$ cat src/rtl/next_pulse_pkg.sv
// Shared types and helpers for the NEXT strobe generator:
// FSM state encoding and the shared-counter width calculation.
package next_pulse_pkg;

  typedef enum logic [1:0] {
    IDLE         = 2'd0,
    PRESS_WAIT   = 2'd1,
    HELD         = 2'd2,
    RELEASE_WAIT = 2'd3
  } state_t;

  // One bit of headroom above the largest terminal count.
  function automatic int cnt_width(input int a, input int b, input int c);
    int m;
    m = a;
    if (b > m) m = b;
    if (c > m) m = c;
    return $clog2(m) + 1;
  endfunction

endpackage

$ cat src/rtl/next_pulse_gen_sync2.sv
// Single-bit two-flop synchroniser for the asynchronous button pin.
module sync2 (
  input  logic clk,
  input  logic rst,
  input  logic d,
  output logic q
);

  logic s1;

  always_ff @(posedge clk) begin
    if (rst) begin
      s1 <= 1'b0;
      q  <= 1'b0;
    end else begin
      s1 <= d;
      q  <= s1;
    end
  end

endmodule

$ cat src/rtl/next_pulse_gen.sv
// Debounced push-button to single-cycle NEXT strobe.
// Optional auto-repeat while held: define NEXT_AUTOREPEAT_EN.
module next_pulse_gen
  import next_pulse_pkg::*;
#(
  parameter int DEBOUNCE_CYCLES = 500000,
  parameter int REPEAT_DELAY    = 25000000,
  parameter int REPEAT_PERIOD   = 5000000
) (
  input  logic clk,
  input  logic rst,
  input  logic btn_raw,
  output logic NEXT,
  output logic btn_level
);

  localparam int CW = cnt_width(DEBOUNCE_CYCLES, REPEAT_DELAY, REPEAT_PERIOD);
  localparam logic [CW-1:0] DEB_LAST = CW'(DEBOUNCE_CYCLES - 1);

  logic          btn_s;
  state_t        state;
  logic [CW-1:0] cnt;

  sync2 u_sync2 (
    .clk (clk),
    .rst (rst),
    .d   (btn_raw),
    .q   (btn_s)
  );

`ifdef NEXT_AUTOREPEAT_EN
  localparam logic [CW-1:0] DLY_LAST = CW'(REPEAT_DELAY - 1);
  localparam logic [CW-1:0] PER_LAST = CW'(REPEAT_PERIOD - 1);
  logic          rep_phase;
  logic [CW-1:0] rep_last;
  assign rep_last = rep_phase ? PER_LAST : DLY_LAST;
`endif

  always_ff @(posedge clk) begin
    if (rst) begin
      state     <= IDLE;
      cnt       <= '0;
      NEXT      <= 1'b0;
      btn_level <= 1'b0;
`ifdef NEXT_AUTOREPEAT_EN
      rep_phase <= 1'b0;
`endif
    end else begin
      NEXT <= 1'b0;
      case (state)
        IDLE: begin
          if (btn_s) begin
            state <= PRESS_WAIT;
            cnt   <= CW'(1);
          end
        end
        PRESS_WAIT: begin
          if (!btn_s) begin
            state <= IDLE;
            cnt   <= '0;
          end else if (cnt == DEB_LAST) begin
            state     <= HELD;
            cnt       <= '0;
            NEXT      <= 1'b1;
            btn_level <= 1'b1;
`ifdef NEXT_AUTOREPEAT_EN
            rep_phase <= 1'b0;
`endif
          end else begin
            cnt <= cnt + 1'b1;
          end
        end
        HELD: begin
          if (!btn_s) begin
            state <= RELEASE_WAIT;
            cnt   <= CW'(1);
          end else begin
`ifdef NEXT_AUTOREPEAT_EN
            // The !NEXT guard keeps the strobe single-cycle even for 1-cycle limits.
            if (cnt >= rep_last) begin
              if (!NEXT) begin
                NEXT      <= 1'b1;
                cnt       <= '0;
                rep_phase <= 1'b1;
              end
            end else begin
              cnt <= cnt + 1'b1;
            end
`else
            cnt <= '0;
`endif
          end
        end
        RELEASE_WAIT: begin
          if (btn_s) begin
            state <= HELD;
            cnt   <= '0;
          end else if (cnt == DEB_LAST) begin
            state     <= IDLE;
            cnt       <= '0;
            btn_level <= 1'b0;
          end else begin
            cnt <= cnt + 1'b1;
          end
        end
        default: begin
          state <= IDLE;
          cnt   <= '0;
        end
      endcase
    end
  end

endmodule
$ cat config.mk
export PLATFORM = sky130hd
export DESIGN_NAME = next_pulse_gen
export DESIGN_NICKNAME = d
export VERILOG_FILES = /design/src/rtl/next_pulse_pkg.sv /design/src/rtl/next_pulse_gen_sync2.sv /design/src/rtl/next_pulse_gen.sv
export SDC_FILE = /design/constraint.sdc
export NUM_CORES = 1
export LEC_CHECK = 0
export CAP_MARGIN = 20
export CORE_ASPECT_RATIO = 0.8
export CORE_MARGIN = 1
export CORE_UTILIZATION = 33
export CTS_CLUSTER_DIAMETER = 80
export DETAILED_ROUTE_END_ITERATION = 7
export MAX_ROUTING_LAYER = met4
export SETUP_SLACK_MARGIN = 0.1
export SKIP_LAST_GASP = 1
export SYNTH_ARGS = -nofsm -noshare
export SYNTH_HDL_FRONTEND = slang
export SYNTH_SLANG_ARGS = --single-unit
$ cat constraint.sdc
create_clock -name clk -period 3.02 [get_ports clk]
set_input_delay 0.604 -clock clk [delete_from_list [all_inputs] [get_ports clk]]
set_output_delay 0.604 -clock clk [all_outputs]
set_load 0.02 [all_outputs]
* Yosys cells after proc, flatten, opt, wreduce, memory -nomap -nowiden *
Cells that the tools add are included.

storage, ports and cells
  register bits = 32
  bits of input ports = 3
  output and inout port bits = 2
  logic and storage cells = 45

cells by class
  $add $sub $neg = 1
  equal/unequal tests = 12
  multiplexer cells = 19
  bitwise operators = 2
  reduce and logical (&&, ||, !) cells = 5

operators with widths
  operator                                               count
  two-way mux 26 bit                                     4
  one-hot mux 26 bit (4 select lines)                    1
  adder 26 x 1 -> 26 bit, second input constant          1
  equality test 26 x 19 -> 1 bit, second input constant  1
  two-way mux 2 bit                                      6
  != test 2 bit, second input constant                   4
  one-hot mux 2 bit (4 select lines)                     1
  two-way mux 1 bit                                      6
  AND reduction 5 bit                                    1
  equality test 2 bit, second input constant             2
  != test 2 x 1 -> 1 bit, second input constant          2
  AND reduction 4 bit                                    1
  != test 3 x 2 -> 1 bit, second input constant          1
  != test 3 bit, second input constant                   1
  OR reduction 3 bit                                     1
  equality test 2 x 1 -> 1 bit, second input constant    1
  zero test 2 bit                                        1
  inverter 1 bit                                         2
  one-hot mux 1 bit (2 select lines)                     1
  nonzero test 2 bit                                     1

* Longest topological paths before layout *
  depth after elaboration = 4
  depth in mapped cells = 8
  mapped depth without buffers = 6

* Hierarchy *
From an unflattened synthesis, not the netlist that was laid out.

unflattened totals
  cell total of the unflattened synthesis = 204
  area total of the unflattened synthesis = 1,662.8 um^2

by module, submodules not included
  module          times used  cells an instance  area an instance (um^2)  seq. area each (um^2)
  next_pulse_gen  1           200                1,610.3                  600.6
  sync2           1           4                  52.6                     40.0

* Least setup slack after synthesis *
Ideal clock, no wire load.

  path type = register to register
  start = register cnt[0]
  end = register cnt[17]
  setup time = 0.131 ns
  arrival time = 1.709 ns
  required time = 2.889 ns
  path slack = 1.180 ns
  stages on the path, launching flop included = 9
  path buffers = 2
  period minus slack after synthesis = 1.840 ns
  cell sequence = dfxtp_1 ha_1 nand3_4 nor4b_4 a211oi_2 buf_4 buf_4 a31oi_1 a31oi_1

on the way
  longest elaborated chain between the ends = 4
  elaborated cells on any way between the ends = 6
  classes of those cells = add/sub: 1; eq/ne: 1; mux: 4

RTL lines
  what                                                                             RTL line                                    source
  from (decl)                                                                      next_pulse_gen.sv:22                        logic [CW-1:0] cnt;
  from (signal assigned)                                                           next_pulse_gen.sv:70                        cnt <= cnt + 1'b1;
  from (signal assigned)                                                           next_pulse_gen.sv:103                       cnt <= cnt + 1'b1;
  adder 26 x 1 -> 26 bit / equality test 26 x 19 -> 1 bit (equally long branches)  n/a
  two-way mux 26 bit (*)                                                           next_pulse_gen.sv:61, next_pulse_gen.sv:98
  two-way mux 26 bit, on equally long branches                                     next_pulse_gen.sv:95, next_pulse_gen.sv:58
  one-hot mux 26 bit (4 select lines) (*)                                          next_pulse_gen.sv:50                        case (state)

Mark *: on every way between the ends. The rest lies on a longest branch, timed or not.
A chain may end at the register's enable or synchronous reset.

* Worst setup path in the final report *
  start = register cnt[0]
  end = register cnt[22]

Same word-level chain as after synthesis.

==> summary.txt <==
Status -> finished, final reports clean
Critical path arrival -> 2.59 ns
Post-placement worst setup slack -> 0.5423 ns
Adder-cell share of the synthesized area -> 0.7077%
Final Setup Violations -> 0
Initial antenna violation count -> 0
Post-Synth XOR/XNOR Area -> 2.477%
Critical path data required time -> 3.23 ns
Sequential cell area -> 640.6 µm²
Synthesized area -> 1768 µm²
GR Util All Layers -> 15.12%
GRT overflow -> 0
Layout cells sized above 1 -> 11.33%
Hold-fix buffers, CTS -> 0
Primary FF master, synth -> dfxtp_1
Fillers -> 511
Placed cells -> 258
Max FO, Critical Path -> 20
Leak -> 0.7180 nW
Max-slew violations -> 0
Core ar. -> 5094 µm²
Initial Utilization -> 34.71%
First-pass GRT wire length -> 6492 µm
Post-synthesis area per instance -> 8.840 µm²
Hold Crit Depth -> 1
Drt wl/cell -> 14.42 µm
Maximum vdd ir drop -> 0.2573 mV
Sum of negative setup slack -> 0 ns
Yosys reg bits -> 32
Synth Area in Compound Gates -> 19.11%
Worst-case clock buffer depth -> 2
Mux cell area share after synthesis -> 1.132%
Die Ht -> 67.47 µm
Via count -> 1492
Sequential fraction of the synthesis area -> 36.23%
Syn Nets -> 204
Detailed placement HPWL -> 2630 µm
PwrDens -> 402.5 nW/µm²
Cell variety after synth -> 42
Postcts setup bufs -> 0
Sink Count -> 32
Final wirelength -> 3822 µm
Reg2reg start -> cnt[0]$_SDFFE_PP0P_
Commonest non-fill, non-tap cell in the layout -> dfxtp_1
Clk Latency, worst-skew pair -> 0.28 ns
Post-DP Area -> 1858 µm²
H-tree levels -> 2
Max Clk Rate -> 419.7 MHz
PnR worst setup slack -> 0.6373 ns
Slew @ Worst Pin -> 0.8485 ns
R2R cell count -> 7
Async set or reset register ratio after synthesis -> 0%
Post-cts resize count -> 0
WS Path Type -> register to register
Max-cap viol count -> 0
Relative max-transition margin -> 43.25%
Post-synth EDFFs -> 0
FP Rows -> 23
GPL Wtd Cong -> 0.7924
Reg2reg setup slack -> 0.64 ns
Post-layout util -> 38.00%
Final layout net count -> 207
Port bufs -> 4
Final hold viol count -> 0
Layout area overhead -> 9.484%
Number of remaining DRC errors -> 0
Clock-pin slew on the worst setup and hold paths -> 0.07 ns
Vias in the first global route -> 1295
Worst Setup Start Kind -> register
Critical Path Start -> cnt[0]$_SDFFE_PP0P_
Die area -> 5656 µm²
Final Total Pwr -> 0.7790 mW
Setup crit end kind -> register
Via-per-instance ratio -> 5.630
Yosys warning total -> 0
Root Driver -> clkbuf_8
Iter 0 DRT Violations -> 157
R2r endpoint -> cnt[22]$_SDFFE_PP0P_
Combinational family with the most area after synthesis -> simple AND/OR/NAND/NOR gates
Area taken by multi-input logic gates -> 1051 µm²
Most frequent cells in the layout -> 32 x dfxtp_1, 17 x nand2_1, 14 x nand3_1, 14 x a31oi_1, 13 x a21oi_1
HP Start -> u_sync2.s1$_SDFF_PP0_
Tightest Hold Check Type -> register to register
Floorplan die width -> 83.84 µm
Number of antenna diodes -> 0
I/O pin total -> 5
Largest net degree at the start of global routing -> 21
RSZ-0062 raised after global routing -> false
Final Instance Area -> 1936 µm²
Post-Synth Simple-Gate Area -> 35.24%
Routed Antenna Nets -> 0
Fin crit share -> 78.90%
Worst setup endpoint -> cnt[22]$_SDFFE_PP0P_
Fin crit period -> 2.383 ns
CTS Buf Count -> 5
Hold slack -> 0.4389 ns
Post-Layout Cell Count -> 265
DR pass1 iterations -> 4
TritonCTS clock tree -> done
Post-Synthesis Cells -> 200
Final setup skew -> 0.005159 ns
[final cells by class]
type | instances | area share, %
clock buffer | 6 | 3.749
clock inverter | 1 | 0.2586
inverter | 3 | 0.5818
multi-input combinational | 152 | 54.30
sequential | 32 | 33.10
tap | 62 | 4.008
timing repair buffer | 9 | 4.008
[registers in the layout, indices dropped and copies added, names as in the netlist, named ones only]
register and count:
btn_level 1, u_sync2.q 1, NEXT 1, u_sync2.s1 1, state 1, cnt 26
[synth_stat cells, drive strengths merged (5+ instances only)]
library cell / instances / area share [%]
nor4: 7 / 4.2
nand4: 10 / 5.2
and3: 5 / 1.8
dfxtp: 32 / 36
nand3: 16 / 5.5
a21o: 6 / 2.5
and4: 5 / 2.7
buf: 11 / 4.0
a21oi: 13 / 3.7
a31oi: 14 / 5.0
nor2: 12 / 2.5
a22o: 6 / 3.0
nand2: 17 / 3.6
nor4b: 6 / 3.8
[cells by family (layout without fill, tap and decap cells)]
group                    Yosys count  after routing
AO/OA/AOI/OAI                     50             50
XOR/XNOR                           5              5
adder cells (fa/ha/maj)            1              1
buffers and inverters             16             19
flip-flops                        32             32
multiplexers                       2              2
AND/OR/NAND/NOR                   94             94
[power by group]
| part | switching [mW] | total [mW] | internal, mW |
|---|---|---|---|
| sequential | 0.00384 | 0.429 | 0.426 |
| clock | 0.157 | 0.314 | 0.157 |
| combinational | 0.0205 | 0.0361 | 0.0156 |
[how the worst min path moves through the flow]
stage	to
after floorplan	u_sync2.q$_SDFF_PP0_
after global placement	u_sync2.q$_SDFF_PP0_
after detailed placement	u_sync2.q$_SDFF_PP0_
after CTS	u_sync2.q$_SDFF_PP0_
after global routing	u_sync2.q$_SDFF_PP0_
final	u_sync2.q$_SDFF_PP0_
[critical path, stage by stage (launching register included)]
cell and delay (ns):
dfxtp_1 0.36, ha_1 0.29, nand3_4 0.17, nor4b_4 0.09, a211oi_4 0.76, buf_4 0.31, a41oi_1 0.13, a31oi_1 0.18
[layer usage]
layer	routed length [µm]	GRT usage [%]
met1	2110	21.89
met4	44	5.388
met3	176	3.545
met5	0	-
met2	1492	20.08
(Power assumes the default switching activity.)
